===== config.mk =====
export PLATFORM = sky130hd
export DESIGN_NAME = sdram_arbiter_mc
export DESIGN_NICKNAME = d
export VERILOG_FILES = /design/src/rtl/sdram_pkg.sv /design/src/rtl/rr_arbiter.sv /design/src/rtl/sdram_arbiter_mc.sv
export SDC_FILE = /design/constraint.sdc
export NUM_CORES = 1
export LEC_CHECK = 0
export CAP_MARGIN = 25
export CORE_ASPECT_RATIO = 2
export CORE_MARGIN = 2
export CORE_UTILIZATION = 32
export DETAILED_ROUTE_END_ITERATION = 12
export PLACE_DENSITY = 0.83
export RECOVER_POWER = 25
export SYNTH_ARGS = -nofsm -noshare
export SYNTH_HDL_FRONTEND = slang
export SYNTH_SLANG_ARGS = --single-unit
export TNS_END_PERCENT = 10

===== constraint.sdc =====
create_clock -name sclk -period 2.4 [get_ports sclk]
set_input_delay 0.6 -clock sclk [delete_from_list [all_inputs] [get_ports sclk]]
set_output_delay 0.6 -clock sclk [all_outputs]
set_load 0.01 [all_outputs]

===== src/rtl/sdram_pkg.sv =====
// rtl/sdram_pkg.sv - shared SDRAM command constants and arbiter state encoding
package sdram_pkg;

    localparam logic [3:0] CMD_NOP  = 4'b0111;
    localparam logic [3:0] CMD_PRE  = 4'b0010;
    localparam logic [3:0] CMD_AREF = 4'b0001;
    localparam logic [3:0] CMD_MRS  = 4'b0000;
    localparam logic [3:0] CMD_ACT  = 4'b0011;
    localparam logic [3:0] CMD_WR   = 4'b0100;
    localparam logic [3:0] CMD_RD   = 4'b0101;

    typedef enum logic [3:0] {
        ST_INIT  = 4'b0001,
        ST_ARBIT = 4'b0010,
        ST_AREF  = 4'b0100,
        ST_XFER  = 4'b1000
    } state_t;

endpackage


===== src/rtl/rr_arbiter.sv =====
// rtl/rr_arbiter.sv - combinational round-robin pick, first requester at or after ptr
module rr_arbiter #(
    parameter int NUM_CH = 4,
    parameter int PTR_W  = $clog2(NUM_CH)
) (
    input  logic [NUM_CH-1:0] req,
    input  logic [PTR_W-1:0]  ptr,
    output logic [NUM_CH-1:0] grant,
    output logic [PTR_W-1:0]  idx,
    output logic              valid
);

    localparam int IDX2_W = $clog2(2 * NUM_CH);

    logic [NUM_CH-1:0]   lo_mask;
    logic [2*NUM_CH-1:0] dbl;
    logic [IDX2_W-1:0]   idx2;

    // Upper copy holds all requests, lower copy only those at/after ptr, so the
    // lowest set bit of the doubled vector is the wrapped round-robin winner.
    always_comb begin
        for (int i = 0; i < NUM_CH; i++) begin
            lo_mask[i] = (i < int'(ptr));
        end
        dbl  = {req, req & ~lo_mask};
        idx2 = '0;
        for (int i = 2 * NUM_CH - 1; i >= 0; i--) begin
            if (dbl[i]) idx2 = IDX2_W'(i);
        end
        idx = (idx2 >= IDX2_W'(NUM_CH)) ? PTR_W'(idx2 - IDX2_W'(NUM_CH)) : PTR_W'(idx2);
        grant = '0;
        if (|req) grant[idx] = 1'b1;
    end

    assign valid = |req;

endmodule


===== src/rtl/sdram_arbiter_mc.sv =====
// rtl/sdram_arbiter_mc.sv - multi-channel SDRAM command arbiter with refresh priority and watchdog
module sdram_arbiter_mc
    import sdram_pkg::*;
#(
    parameter int NUM_CH = 4,
    parameter int DQ_W   = 16,
    parameter int ADDR_W = 13,
    parameter int BA_W   = 2,
    parameter int TMO_W  = 12,
    parameter int PTR_W  = $clog2(NUM_CH)
) (
    input  logic                     sclk,
    input  logic                     s_rst_n,
    input  logic                     init_done,
    input  logic [3:0]               init_cmd,
    input  logic [ADDR_W-1:0]        init_addr,
    input  logic                     ref_req,
    input  logic                     ref_end,
    input  logic [3:0]               ref_cmd,
    input  logic [ADDR_W-1:0]        ref_addr,
    output logic                     ref_en,
    input  logic [NUM_CH-1:0]        ch_req,
    input  logic [NUM_CH-1:0]        ch_is_wr,
    input  logic [NUM_CH-1:0]        ch_end,
    input  logic [4*NUM_CH-1:0]      ch_cmd,
    input  logic [ADDR_W*NUM_CH-1:0] ch_addr,
    input  logic [BA_W*NUM_CH-1:0]   ch_bank,
    input  logic [DQ_W*NUM_CH-1:0]   ch_wdata,
    output logic [NUM_CH-1:0]        ch_en,
    output logic                     ref_pend,
    output logic [3:0]               sdram_cmd,
    output logic [ADDR_W-1:0]        sdram_addr,
    output logic [BA_W-1:0]          sdram_bank,
    output logic [DQ_W-1:0]          sdram_dq_out,
    output logic                     sdram_dq_oe,
    output logic [PTR_W-1:0]         cur_ch,
    output logic                     tmo_err
);

    state_t             state, state_nxt;
    logic [NUM_CH-1:0]  grant;
    logic [PTR_W-1:0]   cur_ch_q;
    logic [PTR_W-1:0]   rr_ptr;
    logic [PTR_W-1:0]   next_ptr;
    logic [TMO_W-1:0]   wdog;
    logic [NUM_CH-1:0]  arb_grant;
    logic [PTR_W-1:0]   arb_idx;
    logic               arb_valid;
    logic               end_hit;
    logic               tmo_hit;
    logic               start_xfer;
    logic               leave_xfer;

    rr_arbiter #(
        .NUM_CH (NUM_CH),
        .PTR_W  (PTR_W)
    ) u_rr (
        .req   (ch_req),
        .ptr   (rr_ptr),
        .grant (arb_grant),
        .idx   (arb_idx),
        .valid (arb_valid)
    );

    // A normal end in the expiry cycle takes precedence over the timeout.
    assign end_hit    = |(ch_end & grant);
    assign tmo_hit    = (state == ST_XFER) && (wdog == '1) && !end_hit;
    assign start_xfer = (state == ST_ARBIT) && (state_nxt == ST_XFER);
    assign leave_xfer = (state == ST_XFER) && (state_nxt != ST_XFER);
    assign next_ptr   = (cur_ch_q == PTR_W'(NUM_CH - 1)) ? '0 : cur_ch_q + 1'b1;

    always_ff @(posedge sclk or negedge s_rst_n) begin
        if (!s_rst_n) state <= ST_INIT;
        else          state <= state_nxt;
    end

    always_comb begin
        state_nxt = state;
        case (state)
            ST_INIT:  if (init_done) state_nxt = ST_ARBIT;
            ST_ARBIT: begin
                if (!init_done)     state_nxt = ST_INIT;
                else if (ref_req)   state_nxt = ST_AREF;
                else if (arb_valid) state_nxt = ST_XFER;
            end
            ST_AREF:  if (ref_end) state_nxt = ST_ARBIT;
            ST_XFER:  if (end_hit || tmo_hit) state_nxt = ST_ARBIT;
            default:  state_nxt = ST_INIT;
        endcase
    end

    always_ff @(posedge sclk or negedge s_rst_n) begin
        if (!s_rst_n) begin
            grant    <= '0;
            cur_ch_q <= '0;
            rr_ptr   <= '0;
            wdog     <= '0;
            ref_en   <= 1'b0;
            ch_en    <= '0;
            tmo_err  <= 1'b0;
        end else begin
            ref_en  <= (state == ST_ARBIT) && (state_nxt == ST_AREF);
            ch_en   <= start_xfer ? arb_grant : '0;
            tmo_err <= tmo_hit;
            wdog    <= (state == ST_XFER && state_nxt == ST_XFER) ? wdog + 1'b1 : '0;
            if (start_xfer) begin
                grant    <= arb_grant;
                cur_ch_q <= arb_idx;
            end
            if (leave_xfer) rr_ptr <= next_ptr;
        end
    end

    always_comb begin
        sdram_cmd   = CMD_NOP;
        sdram_addr  = '0;
        sdram_bank  = '0;
        sdram_dq_oe = 1'b0;
        ref_pend    = 1'b0;
        case (state)
            ST_INIT: begin
                sdram_cmd  = init_cmd;
                sdram_addr = init_addr;
            end
            ST_AREF: begin
                sdram_cmd  = ref_cmd;
                sdram_addr = ref_addr;
            end
            ST_XFER: begin
                sdram_cmd   = ch_cmd[int'(cur_ch_q) * 4 +: 4];
                sdram_addr  = ch_addr[int'(cur_ch_q) * ADDR_W +: ADDR_W];
                sdram_bank  = ch_bank[int'(cur_ch_q) * BA_W +: BA_W];
                sdram_dq_oe = ch_is_wr[cur_ch_q];
                ref_pend    = ref_req;
            end
            default: ;
        endcase
    end

    assign sdram_dq_out = ch_wdata[int'(cur_ch_q) * DQ_W +: DQ_W];
    assign cur_ch       = cur_ch_q;

endmodule


# Word-level counts from Yosys, hierarchy flattened
# Cells that the tools add are included.
# op_classes
add_sub_neg,3
mul,1
n_div,0
n_lt_le_gt_ge,7
eq_ne,9
shift,4
n_mux,29
bitwise,3
n_reduce_logical,11
# op_table
operator,n
64-bit by 7-bit variable part select with 16-bit output,1
52-bit by 7-bit variable part select with 13-bit output,1
13-bit one-hot mux with 3 select lines,1
4-bit 2-to-1 mux,8
3-bit 2-to-1 mux,8
4-bit one-hot mux with 4 select lines,1
16-bit by 5-bit variable part select with 4-bit output,1
12-bit by 1-bit adder with 12-bit output (second input constant),1
12-bit equality test (second input constant),1
12-bit 2-to-1 mux,1
4-bit one-hot mux with 3 select lines,1
4-bit bitwise AND,2
4-bit by 3-bit equality test with 1-bit output (second input constant),2
4-bit equality test (second input constant),2
4-bit OR reduction,2
8-bit by 4-bit variable part select with 2-bit output,1
1-bit logical AND,7
2-bit by 3-bit less-than comparator with 1-bit output (second input constant),2
2-bit by 4-bit multiplier with 6-bit output (second input constant),1
2-bit 2-to-1 mux,3
4-bit by 1-bit equality test with 1-bit output (second input constant),1
4-bit by 2-bit equality test with 1-bit output (second input constant),1
1-bit by 2-bit less-than comparator with 1-bit output (first input constant),2
1-bit 2-to-1 mux,4
other kinds (12),12
# totals
register_bits,30
latch_bits,0
mem_bits_rw,0
mem_bits_ro,0
inputBits,191
output_inout_bits,45
elab_cells,75
mem_count,0

# Depth between registers and ports, before layout
# logic_depth
depth_word,16
depth_mapped,6
ltp_nobuf,5

# By module
# A second synthesis with hierarchy kept.
# unflattened
cells_unflattened,240
area_unflattened_um2,2663.8
# by_module_without_submodules
mod,n_inst,cells_each,area_per_inst_um2
sdram_arbiter_mc,1,208,2462.4
rr_arbiter,1,32,201.4

# Least setup slack after synthesis
# Ideal clock, no wire load.
# synth_timing
path_kind,register to output
start,register cur_ch_q[1] (netlist: cur_ch[1])
end,output sdram_addr[0]
arrival_ps,1664
required_ps,1800
slack_ps,136
stages_incl_launch_ff,6
path_cell_list,dfrtp_1 -> buf_2 -> buf_1 -> mux4_2 -> a222oi_1 -> inv_1
# synth_via
elab_chain_cells,3
# synth_rtl
element,line,text
from (decl),sdram_arbiter_mc.sv:42,logic [PTR_W-1:0] cur_ch_q;
from (signal assigned),sdram_arbiter_mc.sv:108,cur_ch_q <= arb_idx;
2-bit by 4-bit multiplier with 6-bit output,sdram_arbiter_mc.sv:131,sdram_addr = ch_addr[int'(cur_ch_q) * ADDR_W +: ADDR_W];
52-bit by 7-bit variable part select with 13-bit output,sdram_arbiter_mc.sv:131,
13-bit one-hot mux with 3 select lines,sdram_arbiter_mc.sv:120,case (state)
to (decl),sdram_arbiter_mc.sv:32,"output logic [ADDR_W-1:0] sdram_addr,"
# Every way passes these cells.

# Final worst setup path
# layout_timing
start,register cur_ch_q[0] (netlist: cur_ch[0])
end,output sdram_addr[1]
# The elaborated chain is that of the path after synthesis.

==> impl_metrics.yaml <==
cells_and_area:
  finalNonFillerCells: 591
  seqCellArea_um2: 754.5
  drive_above_1_share_pct: 27.94
  mostFrequentLayoutCells: "145 x clkdlybuf4s50_1, 48 x dlygate4sd2_1, 36 x mux4_2, 31 x buf_4, 27 x dfrtp_1"
  nets: 686
  layout_commonest_cell: "clkdlybuf4s50_1"
  area_delta_synth_final_pct: 107.7
  multiInputGateArea_um2: 1732
  n_fill_cell: 641
routing:
  drc: 0
  num_vias: 3223
  wire_per_inst_um: 21.76
  ant_nets: 0
  wl_um: 12860
  dr.first_iter.drc_count: 152
  routed_via_density: 5.453
  first_pass_iters: 7
logic_synthesis:
  synth_seq_cells: 30
  synthArstFlopShare_pct: 100.0
  syn_area_um2: 2597
  syn_inst: 228
  syn-num-nets: 421
  ys_seq_area_share_pct: 28.95
  ys_warn_count: 0
  synth_flop_cell: "dfrtp_1"
  syn_avg_cell_area_um2: 11.39
  synth_edf_count: 0
  synth.top_cell.area_share_pct: 31.21
  synth_top_area_cell: "mux4_2"
  yosys.cell_types.count: 48
  synth.area.top_cells: "mux4_2 31%, dfrtp_1 28%, a222oi_1 5.8%"
timing:
  hold_viol: 0
  finClkSkew_ps: 3.866
  relSlewSlack_pct: 52.33
  tns_ps: -1987
  fmax_mhz: 384.9
  fin_crit_ps: 2598
  worstMarginPinSlew_ps: 715.1
  slew_viol_final: 0
  period_share_pct: 108.3
  setup_viol: 18
  setup_slack_ps: -198.1
  rsz0062_at_grt: "true"
floorplan:
  core-area_um2: 7885
  num_io_pins: 236
  die-area_um2: 8897
  initial_utilization_pct: 32.94
  row_count: 46
  die_h_um: 131.4
  die_width_um: 67.71
worst_setup_path:
  critPathCaptureType: "output port"
  r2r_slack_ps: 340
  cp.required_ps: 1800
  crit_path_start_kind: "flop"
  crit_path_max_incr_delay_ps: 540
  critPathMaxFanout: 8
  crit_arrival_ps: 2000
  crit_type: "reg2out"
  crit_chain: "buf_12, mux4_2, a222oi_1, inv_1, buf_2"
  slowest_stage: "mux4_2"
outcome:
  status: "complete, but fails checks"
  failed_checks: "negative setup slack"
min_path:
  min_path_type: "reg2reg"
clock_network:
  numCtsBuffers: 5
  insertion_delay_ps: 280
  cts_htree_levels: 2
  cts.clk_slew.worst_paths_ps: 50
  cts_root_buffer: "clkbuf_16"
  cts.sinks: 30
  cts_hold_buf: 0
  cts_max_path_buffers: 2
  cts_tree: "built"
power:
  p_leak_uw: 0.002317
  pwr_density_cell_nw_per_um2: 682.9
  vdd_ir_drop_max_v: 0.0006446
placed_design:
  gp_routability_congestion: 0.8896
  dp_hpwl_um: 10150
  post-place-ws_ps: -659.3
  port_buffers: 235
  place_inst: 567
global_route:
  grtUsageTotal_pct: 27.95
  antenna_found_initial: 1
  grt_pass1_wl_um: 18450
  grt_max_degree: 31
  overflow: 0
  grt_pass1_vias: 3506
run:
  drv_cap: 0
## metrics by stage
stage | hold WS, ps | area, µm² | power (µW) | util, %
5_1_grt | 518.8 | 5394 | 3891 | 68.41
2_1_floorplan | 304.4 | 2597 | 1744 | -
3_3_place_gp | 465.4 | 5239 | 2990 | 66.44
3_5_place_dp | 474.9 | 5239 | 3013 | 66.44
6_report | 485.9 | 5394 | 3683 | 68.41
4_1_cts | 488.5 | 5355 | 3643 | 67.91
## worst max-delay path, delay by kind of cell (launching register included)
| family | cells | cell delay [ps] |
|---|---|---|
| multiplexers | 1 | 540 |
| flip-flops | 1 | 420 |
| AO/OA/AOI/OAI | 1 | 330 |
| buffers and inverters | 3 | 430 |
## final cells by class
type | count | share of cell area [%]
diodes | 1 | 0.04639
clock buffers | 5 | 2.320
clock inverters | 3 | 0.7423
inverters | 21 | 1.461
multi-input cells | 161 | 32.10
flip-flops and latches | 30 | 13.99
well taps | 96 | 2.227
repair buffers | 274 | 47.11
## sequential cells by signal, summed over array words and instances (netlist names)
| name | count |
|---|---|
| ch_en | 4 |
| cur_ch | 2 |
| grant | 4 |
| ref_en | 1 |
| rr_ptr | 2 |
| state | 4 |
| tmo_err | 1 |
| wdog | 12 |
## power by group
| part | total [µW] | leakage, µW | internal, µW | switching, µW |
|---|---|---|---|---|
| combinational | 2360 | 0.00182 | 1350 | 1010 |
| clock | 698 | 0.0000836 | 484 | 214 |
| sequential | 621 | 0.000408 | 572 | 49.5 |
## routing by layer
layer	GRT usage (%)	vias up	wire length (µm)
met4	11.22	0	526
li1	-	1430	-
met2	44.77	225	6142
met1	28.93	1530	4028
met3	16.27	38	2162
met5	0	-	0
## cells by family after synthesis
kind of cell	after synthesis	synth area share, %
AO/OA/AOI/OAI	37	12.04
buffers and inverters	37	6.166
AND/OR/NAND/NOR	74	16.43
adder cells (fa/ha/maj)	2	0.9632
XOR/XNOR	10	3.372
multiplexers	38	32.08
flip-flops	30	28.95
## final timing paths
kind / start / end / depth (start not counted)
setup / recovery: cur_ch[0]$_DFFE_PN0P_ / sdram_addr[1] / 5
hold / removal: grant[1]$_DFFE_PN0P_ / grant[1]$_DFFE_PN0P_ / 2
setup reg to reg: state[1]$_DFF_PN0_ / wdog[4]$_DFF_PN0_ / 9
hold reg to reg: grant[1]$_DFFE_PN0P_ / grant[1]$_DFFE_PN0P_ / 2
max in group asynchronous: s_rst_n / cur_ch[0]$_DFFE_PN0P_ / 2
min in group asynchronous: s_rst_n / wdog[4]$_DFF_PN0_ / 2
## Yosys cell counts (all sizes together) (3+ instances only)
cell type and n:
mux4 36, dfrtp 29, inv 21, nand2 18, nor2 17, a222oi 15, buf 11, nor3 9
xnor2 6, clkbuf 5, and2 4, nand3 4, nor4b 4, o21ai 4, o31ai 4, xor2 4
a221oi 3, nand2b 3, nand4 3, or3 3
## timing repair
action | 4_1_cts | 5_1_grt
buffers inserted | 6 | 10
setup endpoints to repair | 37 | 34
pin swaps | 18 | 16
hold endpoints to repair | 0 | 0
resized for setup | 184 | 32
gates cloned | 1 | 0
No activity file was read; power rests on OpenSTA's default activity.
